===== config.mk =====
export PLATFORM = sky130hd
export DESIGN_NAME = mux_select_sequencer
export DESIGN_NICKNAME = d
export VERILOG_FILES = /design/src/rtl/mux_seq_pkg.sv /design/src/rtl/mux_hold_counter.sv /design/src/rtl/mux_select_sequencer.sv
export SDC_FILE = /design/constraint.sdc
export NUM_CORES = 1
export LEC_CHECK = 0
export ABC_AREA = 1
export BUFFER_PORTS_ARGS = -buffer_cell sky130_fd_sc_hd__buf_2
export CORE_ASPECT_RATIO = 0.8
export CORE_MARGIN = 10
export CORE_UTILIZATION = 28
export DETAILED_ROUTE_END_ITERATION = 12
export GPL_ROUTABILITY_DRIVEN = 0
export PLACE_DENSITY = 0.43
export REMOVE_ABC_BUFFERS = 1
export SLEW_MARGIN = 20
export SYNTH_ARGS = -nofsm -noshare
export SYNTH_HDL_FRONTEND = slang
export SYNTH_HIERARCHICAL = 1
export SYNTH_SLANG_ARGS = --single-unit

===== constraint.sdc =====
create_clock -name clk -period 6.51 [get_ports clk]
set_input_delay 0 -clock clk [delete_from_list [all_inputs] [get_ports clk]]
set_output_delay 0 -clock clk [all_outputs]
set_load 0.05 [all_outputs]

===== src/rtl/mux_seq_pkg.sv =====
// Shared types and helpers for the mux select sequencer: widths, FSM states,
// and the start/final select index for either scan order.
package mux_seq_pkg;

    localparam int DATA_W = 8;
    localparam int SEL_W  = 3;

    typedef enum logic {
        IDLE = 1'b0,
        RUN  = 1'b1
    } state_e;

    function automatic logic [SEL_W-1:0] sel_first(input bit msb_first);
        return msb_first ? 3'd7 : 3'd0;
    endfunction

    function automatic logic [SEL_W-1:0] sel_final(input bit msb_first);
        return msb_first ? 3'd0 : 3'd7;
    endfunction

endpackage


===== src/rtl/mux_hold_counter.sv =====
// Down-counter that times how long each select value is held.
// A load takes priority; otherwise it counts down while enabled and stops at zero.
module mux_hold_counter #(
    parameter int W = 8
) (
    input  logic         clk,
    input  logic         rst_n,
    input  logic         load_i,
    input  logic [W-1:0] reload_i,
    input  logic         en_i,
    output logic         zero_o
);

    logic [W-1:0] cnt_q, cnt_d;

    // NOTE: defaulting every always_comb output first is what keeps this a
    // mux instead of an inferred latch.
    always_comb begin
        cnt_d = cnt_q;
        if (load_i) begin
            cnt_d = reload_i;
        end else if (en_i && (cnt_q != '0)) begin
            cnt_d = cnt_q - 1'b1;
        end
    end

    // NOTE: state is updated with non-blocking assignments so every register
    // samples the pre-edge values, independent of process ordering.
    always_ff @(posedge clk or negedge rst_n) begin
        if (!rst_n) begin
            cnt_q <= '0;
        end else begin
            cnt_q <= cnt_d;
        end
    end

    assign zero_o = (cnt_q == '0);

endmodule


===== src/rtl/mux_select_sequencer.sv =====
// Holds an accepted word on the 8:1 mux data inputs and steps the select
// through all eight positions, HOLD_CYCLES clocks per position.
module mux_select_sequencer
    import mux_seq_pkg::*;
#(
    parameter int unsigned HOLD_CYCLES = 1,
    parameter bit          MSB_FIRST   = 1'b0
) (
    input  logic              clk,
    input  logic              rst_n,
    input  logic [DATA_W-1:0] load_data,
    input  logic              load_valid,
    output logic              load_ready,
    input  logic              abort,
    output logic [DATA_W-1:0] mux_i,
    output logic [SEL_W-1:0]  mux_s,
    output logic              sel_valid,
    output logic              sel_last,
    output logic              busy
);

    localparam logic [SEL_W-1:0] SEL_FIRST   = sel_first(MSB_FIRST);
    localparam logic [SEL_W-1:0] SEL_LAST    = sel_final(MSB_FIRST);
    localparam logic [7:0]       HOLD_RELOAD = 8'(HOLD_CYCLES - 1);

    state_e              state_q, state_d;
    logic [DATA_W-1:0]   word_q, word_d;
    logic [SEL_W-1:0]    sel_q, sel_d;

    logic                cnt_load;
    logic [7:0]          cnt_reload;
    logic                cnt_en;
    logic                cnt_zero;

    logic                run;
    logic                final_beat;
    logic                accept;

    mux_hold_counter #(.W(8)) u_hold (
        .clk      (clk),
        .rst_n    (rst_n),
        .load_i   (cnt_load),
        .reload_i (cnt_reload),
        .en_i     (cnt_en),
        .zero_o   (cnt_zero)
    );

    assign run        = (state_q == RUN);
    assign final_beat = run && (sel_q == SEL_LAST) && cnt_zero;
    // Ready depends on registered state only, so it can never loop back through load_valid.
    assign load_ready = !run || final_beat;
    assign accept     = load_valid && load_ready && !(run && abort);

    always_comb begin
        state_d    = state_q;
        word_d     = word_q;
        sel_d      = sel_q;
        cnt_load   = 1'b0;
        cnt_reload = HOLD_RELOAD;
        cnt_en     = 1'b0;

        if (run && abort) begin
            state_d    = IDLE;
            sel_d      = '0;
            cnt_load   = 1'b1;
            cnt_reload = '0;
        end else if (accept) begin
            state_d  = RUN;
            word_d   = load_data;
            sel_d    = SEL_FIRST;
            cnt_load = 1'b1;
        end else if (final_beat) begin
            // Word complete: select and data stay where they ended.
            state_d = IDLE;
        end else if (run && cnt_zero) begin
            sel_d    = MSB_FIRST ? (sel_q - 3'd1) : (sel_q + 3'd1);
            cnt_load = 1'b1;
        end else if (run) begin
            cnt_en = 1'b1;
        end
    end

    always_ff @(posedge clk or negedge rst_n) begin
        if (!rst_n) begin
            state_q <= IDLE;
            word_q  <= '0;
            sel_q   <= '0;
        end else begin
            state_q <= state_d;
            word_q  <= word_d;
            sel_q   <= sel_d;
        end
    end

    assign mux_i     = word_q;
    assign mux_s     = sel_q;
    assign sel_valid = run;
    assign busy      = run;
    assign sel_last  = run && (sel_q == SEL_LAST);

endmodule


==> out/metrics.cfg <==
[routing]
via_count = 1149
drtPass1Iterations = 4
drc = 0
routed_via_density = 4.419
wirelength_um = 3069
drt_iter0_drc = 67
ant_nets = 0
routedWlPerCell_um = 11.80

[synthesis]
synth_edf_count = 0
async_flop_share_pct = 100.0
yosysMostFrequentCell = nand2_1
synthCells = 168
synth_area_um2 = 1275
synth_common_cells = 64 x nand2_1, 20 x dfrtp_1, 16 x inv_1
synthDistinctLibCells = 26
synth_top_area_share_pct = 39.25
synth_ff_type = dfrtp_1
seq_area_frac_synth_pct = 39.25
synth-seq-cells = 20
yosys.area.top_type = dfrtp_1
yosys-top-cells-area = dfrtp_1 39%, nand2_1 19%, nand4_1 6.4%
yosysWarnings = 6
syn_area_per_cell_um2 = 7.589

[timing]
max_freq_mhz = 381.6
maxSlewViolCount = 0
hold_viol = 0
setup_violations = 0
fin_crit_sh_pct = 40.25
clock_skew_ns = 0.001046
rsz0062_at_grt = false
fin_crit_ns = 2.621
fin_setup_tns_ns = 0

[clock_tree]
insertion_delay_ns = 0.26
post_cts_resized = 0
cts_tree = done
clkSlewWorstSetupHoldPaths_ns = 0.08
root_buffer = clkbuf_8
cts_max_path_buffers = 2
cts.sinks = 20
cts_buffers = 3
htree_levels = 1

[floorplan]
num_rows = 21
floorplan.die.height_um = 80.36
die_w_um = 95.45
dieArea_um2 = 7669
core_area_um2 = 4283
start_util_pct = 29.77
ios = 27

[outcome]
status = finished clean

[global_routing]
grt_overflow = 0
grt_first_pass_wirelength_um = 5175
grt_util_all_layers_pct = 8.352
grt_max_degree = 21
antenna_found_initial = 0
grt_pass1_vias = 1047

[power]
power_uw = 560.9
p_leak_nw = 0.8505
power.density_nw_per_um2 = 366.2
peakVddDrop_v = 0.0001261

[worst_setup_path]
required_ns = 6.66
worst_setup_path_start_kind = flip-flop
cp.arrival_ns = 2.78
crit_path_end_kind = flip-flop
critPathKind = reg -> reg
crit_fanout = 13

[finish]
final_layout_size_suffix_gt1_share_pct = 20.20
final_util_pct = 35.76
antenna_cells = 0
syn2layout_area_growth_pct = 20.12
fin_nets = 220

[run]
max-cap-violations = 0

[place]
place.detailed.hpwl_um = 2353
port_buffers = 26

[hold_path]
hold_class = in -> reg

==> placed cells by master, fill, tap and decap left out <==
| cell type | Yosys | layout |
|---|---|---|
| o21ai_0 | 4 | 4 |
| o21ai_1 | 2 | 2 |
| conb_1 | 1 | 8 |
| a21oi_4 | 1 | 1 |
| buf_2 | 0 | 26 |
| inv_1 | 16 | 16 |
| nand3_4 | 1 | 1 |
| nand2_2 | 2 | 2 |
| o21ai_4 | 1 | 1 |
| nor2_1 | 10 | 10 |
| dlygate4sd3_1 | 0 | 4 |
| a21oi_1 | 1 | 1 |
| clkinv_2 | 1 | 1 |
| inv_4 | 1 | 1 |
| clkbuf_8 | 1 | 4 |
| nand2_4 | 3 | 3 |
| nand4_1 | 13 | 13 |
| xnor2_1 | 1 | 1 |
| ha_1 | 4 | 4 |
| dfrtp_1 | 20 | 20 |
| nand2_1 | 64 | 64 |
| nor2_2 | 1 | 1 |
| nor3b_1 | 1 | 1 |
| nand3_1 | 14 | 14 |
==> cells by family (layout without fill, tap and decap cells) <==
logic type | count (synthesis) | after routing | share of synthesized area [%]
buf+inv | 24 | 52 | 10.79
fa+ha+maj | 4 | 4 | 3.926
xor+xnor | 1 | 1 | 0.6871
simple gates | 109 | 109 | 39.75
compound gates | 9 | 9 | 5.300
other cells | 1 | 8 | 0.2941
flops | 20 | 20 | 39.25
==> critical path, cell delays in order (launching register included) <==
cell      delay [ns]
dfrtp_1         0.38
inv_1           0.17
ha_1            0.19
nand2_1         0.11
nor2_1          0.39
nand2_2         0.11
nand2_4         0.18
a21oi_4         0.08
nand2_1         0.30
inv_1           0.24
nand2_4         0.17
clkinv_2        0.08
nand2_1         0.06
nand2_1         0.05
==> layer usage <==
metal  vias to the layer above  global-route usage [%]  part of all wire (%)
li1                        602                       -                     -
met1                       528                   11.22                    49
met2                        17                   12.79                    45
met3                         2                   3.160                   5.6
met4                         0                  0.8824                  0.42
met5                         -                       0                     0
==> per-stage QoR <==
stage	std cells	worst slack (ns)	instance area, µm²	hold slack (ns)
after floorplan	169	4.077	1235	-0.2956
after CTS	260	3.897	1531	0.003726
after global routing	260	3.540	1531	0.01154
final	260	3.889	1531	0.005432
after global placement	252	4.019	1436	-0.003008
after detailed placement	252	3.907	1436	-0.003394
==> registers in the layout, summed over array words and instances (netlist names) <==
register      flops
mux_i             8
u_hold/cnt_q      8
mux_s             3
busy              1
==> power by group <==
group / switching (mW) / total [mW] / leakage, nW / internal [mW]
sequential: 0.0365 / 0.198 / 0.251 / 0.161
combinational: 0.189 / 0.265 / 0.571 / 0.0765
clock: 0.0442 / 0.0981 / 0.0288 / 0.0539
total: 0.269 / 0.561 / 0.851 / 0.291
==> what timing repair did <==
| action | CTS | global route |
|---|---|---|
| hold buffers | 4 | 0 |
| hold endpoints to repair | 23 | 0 |
| setup buffers | 0 | 0 |
==> path summary, 6_finish.rpt <==
kind	start	endpoint	slack, ns	cells after the start
worst max-delay path	u_hold/cnt_q[0]	u_hold/cnt_q[3]	3.89	13
worst min-delay path	load_data[5]	mux_i[5]	0.005	3
worst max register to register	u_hold/cnt_q[0]	u_hold/cnt_q[3]	3.89	13
worst min register to register	mux_i[4]	mux_i[4]	0.48	2
max in group asynchronous	rst_n	mux_i[7]	5.95	2
min in group asynchronous	rst_n	u_hold/cnt_q[1]	0.23	2
==> cell type report <==
cell class	count	area (µm²)
tap	57	71.32
fill	460	2751
sequential	20	500.5
clock buffer	4	55.05
multi-input combinational	131	663.1
timing repair buffer	30	170.2
inverter	18	71.32
(Power assumes the default switching activity.)
